==> src/rtl/fbna_ifmap_streamer.sv <==
// fbna_ifmap_streamer: buffers one ifmap frame of LANES-bit columns and replays it into the PBC shift-in bus, followed by zero pad columns
// Ports:
//   clock, reset            rising-edge clock, asynchronous active-low reset
//   in_valid/in_ready       load handshake; in_data is one column, in_last marks the frame's final column
//   out_valid/out_data      column shifted into the PBC this cycle (data is 0 when not valid)
//   out_first/out_last      first / last data column of the frame (never set on pad columns)
//   frame_len               columns in the most recently loaded frame
//   busy, done, err_ovf     not idle, pulse on final emitted column, sticky truncation flag
// Optional: define FBNA_STREAM_REPLAY_EN to add the `replay` input, which re-streams the stored frame.
module fbna_ifmap_streamer #(
  parameter int LANES    = 4,
  parameter int DEPTH    = 16,
  parameter int PAD_COLS = 2,
  parameter int PTR_W    = $clog2(DEPTH)
) (
  input  logic             clock,
  input  logic             reset,
`ifdef FBNA_STREAM_REPLAY_EN
  input  logic             replay,
`endif
  input  logic             in_valid,
  output logic             in_ready,
  input  logic [LANES-1:0] in_data,
  input  logic             in_last,
  output logic             out_valid,
  output logic [LANES-1:0] out_data,
  output logic             out_first,
  output logic             out_last,
  output logic [PTR_W:0]   frame_len,
  output logic             busy,
  output logic             done,
  output logic             err_ovf
);
  typedef enum logic [1:0] {IDLE, FILL, STREAM, FLUSH} state_t;
  localparam int PAD_W = PAD_COLS > 0 ? $clog2(PAD_COLS + 1) : 1;
  localparam logic [PAD_W-1:0] PAD_N = PAD_W'(PAD_COLS);
  localparam logic PAD_NONE = (PAD_COLS == 0);
  state_t state;
  logic [LANES-1:0] mem [DEPTH];
  logic [PTR_W-1:0] wr_ptr, rd_ptr;
  logic [PAD_W-1:0] pad_cnt;
  logic accept, last_beat, rep_go, start, start_one, col_last, finish;
  logic [LANES-1:0] start_data;
  logic [PTR_W-1:0] wr_addr;
`ifdef FBNA_STREAM_REPLAY_EN
  assign rep_go = replay && frame_len != '0;
`else
  assign rep_go = 1'b0;
`endif
  assign accept     = in_valid & in_ready;
  assign last_beat  = in_last | (wr_ptr == PTR_W'(DEPTH - 1));
  assign wr_addr    = state == IDLE ? '0 : wr_ptr;
  // From IDLE a frame starts either from the beat just accepted (single-column frame, bypassing
  // the buffer write that happens on the same edge) or, on replay, from the stored buf[0].
  assign start      = accept ? in_last : rep_go;
  assign start_data = accept ? in_data : mem[0];
  assign start_one  = accept | (frame_len == (PTR_W + 1)'(1));
  assign col_last   = {1'b0, rd_ptr} == frame_len - 1'b1;
  // The final column (data when there is no padding, else the last pad) was shown this cycle.
  assign finish     = (state == STREAM && out_last && PAD_NONE) || (state == FLUSH && pad_cnt == PAD_N);
  always_ff @(posedge clock)
    if (accept) mem[wr_addr] <= in_data;
  always_ff @(posedge clock or negedge reset)
    if (!reset) begin
      state     <= IDLE;
      in_ready  <= 1'b0;
      out_valid <= 1'b0;
      out_data  <= '0;
      out_first <= 1'b0;
      out_last  <= 1'b0;
      frame_len <= '0;
      busy      <= 1'b0;
      done      <= 1'b0;
      err_ovf   <= 1'b0;
      wr_ptr    <= '0;
      rd_ptr    <= '0;
      pad_cnt   <= '0;
    end else begin
      done <= 1'b0;
      case (state)
        IDLE: begin
          in_ready <= 1'b1;
          if (accept) begin
            wr_ptr  <= PTR_W'(1);
            err_ovf <= 1'b0;
          end
          if (accept && !in_last) begin
            state <= FILL;
            busy  <= 1'b1;
          end
          if (start) begin
            state     <= STREAM;
            busy      <= 1'b1;
            in_ready  <= 1'b0;
            out_valid <= 1'b1;
            out_data  <= start_data;
            out_first <= 1'b1;
            out_last  <= start_one;
            done      <= PAD_NONE && start_one;
            rd_ptr    <= PTR_W'(1);
            if (accept) frame_len <= (PTR_W + 1)'(1);
          end
        end
        FILL: if (accept) begin
          wr_ptr <= wr_ptr + 1'b1;
          if (last_beat) begin
            state     <= STREAM;
            in_ready  <= 1'b0;
            out_valid <= 1'b1;
            out_data  <= mem[0];
            out_first <= 1'b1;
            rd_ptr    <= PTR_W'(1);
            frame_len <= {1'b0, wr_ptr} + 1'b1;
            err_ovf   <= !in_last;
          end
        end
        STREAM: if (!out_last) begin
          out_data  <= mem[rd_ptr];
          out_first <= 1'b0;
          out_last  <= col_last;
          done      <= PAD_NONE && col_last;
          rd_ptr    <= rd_ptr + 1'b1;
        end else begin
          state     <= FLUSH;
          out_data  <= '0;
          out_first <= 1'b0;
          out_last  <= 1'b0;
          rd_ptr    <= '0;
          pad_cnt   <= PAD_W'(1);
          done      <= PAD_N == PAD_W'(1);
        end
        FLUSH: begin
          pad_cnt <= pad_cnt + 1'b1;
          done    <= pad_cnt + 1'b1 == PAD_N;
        end
      endcase
      if (finish) begin
        state     <= IDLE;
        busy      <= 1'b0;
        in_ready  <= 1'b1;
        out_valid <= 1'b0;
        out_data  <= '0;
        out_first <= 1'b0;
        out_last  <= 1'b0;
        done      <= 1'b0;
        rd_ptr    <= '0;
        pad_cnt   <= '0;
      end
    end
endmodule

==> config.mk <==
export PLATFORM = sky130hd
export DESIGN_NAME = fbna_ifmap_streamer
export DESIGN_NICKNAME = d
export VERILOG_FILES = /design/src/rtl/fbna_ifmap_streamer.sv
export SDC_FILE = /design/constraint.sdc
export NUM_CORES = 1
export LEC_CHECK = 0
export CELL_PAD_IN_SITES_DETAIL_PLACEMENT = 1
export CELL_PAD_IN_SITES_GLOBAL_PLACEMENT = 1
export CORE_UTILIZATION = 54
export CTS_BUF_LIST = sky130_fd_sc_hd__clkbuf_4 sky130_fd_sc_hd__clkbuf_8
export CTS_CLUSTER_SIZE = 40
export DETAILED_ROUTE_END_ITERATION = 6
export PLACE_DENSITY_LB_ADDON = 0.1
export SYNTH_ARGS = -nofsm -noshare
export SYNTH_HDL_FRONTEND = slang
export SYNTH_SLANG_ARGS = --single-unit
==> constraint.sdc <==
create_clock -name clock -period 3.6 [get_ports clock]
set_input_delay 0.72 -clock clock [delete_from_list [all_inputs] [get_ports clock]]
set_output_delay 0.72 -clock clock [all_outputs]
set_load 0.02 [all_outputs]
==> flow_metrics.env <==
export IMPL_synth_compound_area_share_pct=9.88
export IMPL_rsz0062_at_grt="no"
export IMPL_cp_end_kind="flip-flop"
export IMPL_finalHoldViolCount=0
export IMPL_fmax_mhz=400
export IMPL_drtAntennaViolNets=0
export IMPL_core_area_mm2=0.00773
export IMPL_die_w_um=91.4
export IMPL_p_total_mw=3.92
export IMPL_ys_seq_elements=92
export IMPL_synth_edf_count=64
export IMPL_synth_cell_types=42
export IMPL_antenna_cells=0
export IMPL_numCtsBuffers=9
export IMPL_synth_area_per_cell_um2=11.7
export IMPL_syn_area_mm2=0.00432
export IMPL_drt_initial_drc_count=183
export IMPL_drc=0
export IMPL_grt_use_total_pct=27.1
export IMPL_cp_start_kind="flip-flop"
export IMPL_finalNonFillerCells=497
export IMPL_cts_buffer_depth=2
export IMPL_synthSimpleGateAreaFrac_pct=14.5
export IMPL_cp_required_ps=3890
export IMPL_final_period_utilization_pct=69.4
export IMPL_hpwl_um=7390
export IMPL_power_leakage_nw=1.78
export IMPL_cts_sinks=92
export IMPL_root_buffer="clkbuf_8"
export IMPL_cts_resized=0
export IMPL_synth_adder_area_share_pct=2.61
export IMPL_ys_flop_type="edfxtp_1"
export IMPL_synthesis_instances=370
export IMPL_num_vias=2955
export IMPL_synth_xor_area_share_pct=2.23
export IMPL_dieArea_mm2=0.00836
export IMPL_async_flop_share_pct=30.4
export IMPL_cp_cell_sequence="inv_1 > ha_1 > nor2b_4 > a222oi_1 > and2_1 > o21ai_1 > o21ai_1"
export IMPL_layout_nets=407
export IMPL_wl_um=10400
export IMPL_clock_latency_ps=360
export IMPL_die_h_um=91.4
export IMPL_cp_slowest_stage_delay_ps=730
export IMPL_drv_slew=0
export IMPL_cts_clk_slew_worst_paths_ps=90
export IMPL_cp_slowest_cell="a222oi_1"
export IMPL_drv_cap=0
export IMPL_grt_max_degree=29
export IMPL_finalSetupTns_ps=0
export IMPL_slew_limit_headroom_pct=44.8
export IMPL_worstPathMaxFanout=19
export IMPL_io_pins=24
export IMPL_post_cts_buffers=0
export IMPL_synthMuxAreaShare_pct=7.01
export IMPL_ys_warn_count=0
export IMPL_drive_gt1_share_pct=9.11
export IMPL_initial_utilization_pct=55.9
export IMPL_syn_to_final_growth_pct=11.6
export IMPL_postCtsHoldBufs=0
export IMPL_vdd_ir_drop_max_mv=0.382
export IMPL_syn_num_nets=387
export IMPL_antenna_found_initial=0
export IMPL_run_status="finished, final reports clean"
export IMPL_cp_arrival_ps=2790
export IMPL_synth_seq_area_share_pct=60.7
export IMPL_crit_type="flip-flop to flip-flop"
export IMPL_dp_cells=481
export IMPL_vias_per_cell=5.95
export IMPL_fillCellCount=812
export IMPL_hold_ws_ps=496
export IMPL_critPathTopFamily="compound AO/OA/AOI/OAI gates"
export IMPL_htree_levels=3
export IMPL_drt_wirelength_per_cell_um=20.9
export IMPL_fin_skew_ps=11.8
export IMPL_io_buffers=23
export IMPL_grt_pass1_wl_um=16700
export IMPL_drtPass1Iterations=5
export IMPL_post_route_min_period_ps=2500
export IMPL_hp_class="flip-flop to flip-flop"
export IMPL_grt_remaining_overflow=0
export IMPL_cpMostUsedCell="o21ai_1"
export IMPL_worst_pin_slew_ps=827
export IMPL_cts_tree="yes"
export IMPL_setup_viol=0
export IMPL_worst_path_buf_inv=1
export IMPL_globalplace_congestion=0.826
export IMPL_row_count=32
export IMPL_power_per_cell_area_mw_per_mm2=813
export IMPL_grt_pass1_vias=3064
export IMPL_synth_top_family_by_area="simple AND/OR/NAND/NOR gates"
==> Yosys cell counts, types with 2 or more instances <==
cell        n  share of area (%)
edfxtp_1   64                 44
nand2_1    38                3.3
nor2_1     38                3.3
dfrtp_1    28                 16
mux2i_1    19                4.4
o21ai_0    13                1.5
a21oi_1    12                1.4
clkbuf_1   11               0.96
nor3_1     11                1.3
mux2_2     10                2.6
nor2b_1    10                1.4
buf_2       9                1.0
ha_1        9                2.6
inv_1       9               0.78
a211oi_1    8                1.4
a22o_1      8                1.6
nand3_1     8               0.93
o21ai_1     8               0.93
nor4_1      7                1.0
xor2_1      6                1.2
and2_1      5               0.72
nand2b_1    5               0.72
xnor2_1     5                1.0
o2bb2ai_1   4               0.81
nand4_1     3               0.43
o22ai_1     3               0.43
a21o_1      2               0.35
a31oi_1     2               0.29
nand3b_1    2               0.35
==> routing by layer <==
layer / GRT usage (%) / routed length, um
met5: 0 / 0
met4: 11.4 / 213
met3: 5.36 / 509
met2: 43.1 / 5080
met1: 36.4 / 4580
==> power by group <==
part	switching [mW]	internal, mW	leakage (nW)
registers	0.252	1.32	0.921
clock network	0.387	0.261	0.0898
logic	0.989	0.709	0.770
==> layout make-up <==
| class | count | area, um2 | share of cell area (%) |
|---|---|---|---|
| Sequential cell | 92 | 2620 | 54.4 |
| Inverter | 9 | 33.8 | 0.701 |
| Tap cell | 102 | 128 | 2.65 |
| Clock buffer | 9 | 124 | 2.57 |
| Timing Repair Buffer | 31 | 290 | 6.02 |
| Clock inverter | 7 | 57.6 | 1.19 |
| Multi-Input combinational cell | 247 | 1560 | 32.4 |
==> logic make-up after synthesis <==
group	Yosys count
AO/OA/AOI/OAI	66
XOR/XNOR	11
adder cells (fa/ha/maj)	9
buffers and inverters	31
flip-flops	92
multiplexers	29
AND/OR/NAND/NOR	132
==> layout by cell type (no fill, tap or decap), types with 3 or more instances in the layout <==
cell	n
nand2b_1	5
o21ai_1	8
nor2b_1	10
nand4_1	3
inv_1	9
nor2_1	38
nand3_1	8
mux2_2	10
dfrtp_1	27
o22ai_1	3
xor2_1	6
and2_1	5
mux2i_1	19
clkbuf_8	9
a22o_1	8
nor3_1	11
o2bb2ai_1	4
nand2_1	38
nor4_1	7
a21oi_1	12
ha_1	9
clkdlybuf4s50_1	23
a211oi_1	8
o21ai_0	13
xnor2_1	5
edfxtp_1	64
buf_4	8
==> flip-flops by register name (all words and copies together) (netlist names) <==
signal     count
out_data       4
in_ready       1
out_last       1
err_ovf        1
busy           1
frame_len      5
done           1
wr_ptr         4
out_valid      1
mem           64
out_first      1
state          2
pad_cnt        2
rd_ptr         4
==> through the flow <==
step	instance area, um2	setup WS (ps)	utilization [%]
floorplan	4320	1550	-
global placement	4640	929	60.0
detailed placement	4640	831	60.0
CTS	4820	1090	62.4
global route	4820	951	62.4
finish	4820	1100	62.4
==> worst reg2reg max path: stages, from the launching register on <==
cell and delay, ps:
dfrtp_1 400, inv_1 80, ha_1 430, nor2b_4 250, a222oi_1 730, and2_1 300
o21ai_1 90, o21ai_1 140
==> worst paths after layout <==
kind | from | slack, ps | cells after the start | to
min in group asynchronous | reset | 740 | 2 | pad_cnt[1]$_DFFE_PN0P_
max | state[1]$_DFFE_PN0P_ | 1100 | 7 | out_data[3]$_DFFE_PN0P_
min reg2reg | out_first$_DFFE_PN0P_ | 500 | 2 | out_first$_DFFE_PN0P_
max in group asynchronous | reset | 2570 | 2 | rd_ptr[0]$_DFFE_PN0P_
max reg2reg | state[1]$_DFFE_PN0P_ | 1100 | 7 | out_data[3]$_DFFE_PN0P_
min | out_first$_DFFE_PN0P_ | 500 | 2 | out_first$_DFFE_PN0P_
Power figures use the tool's default switching activity.
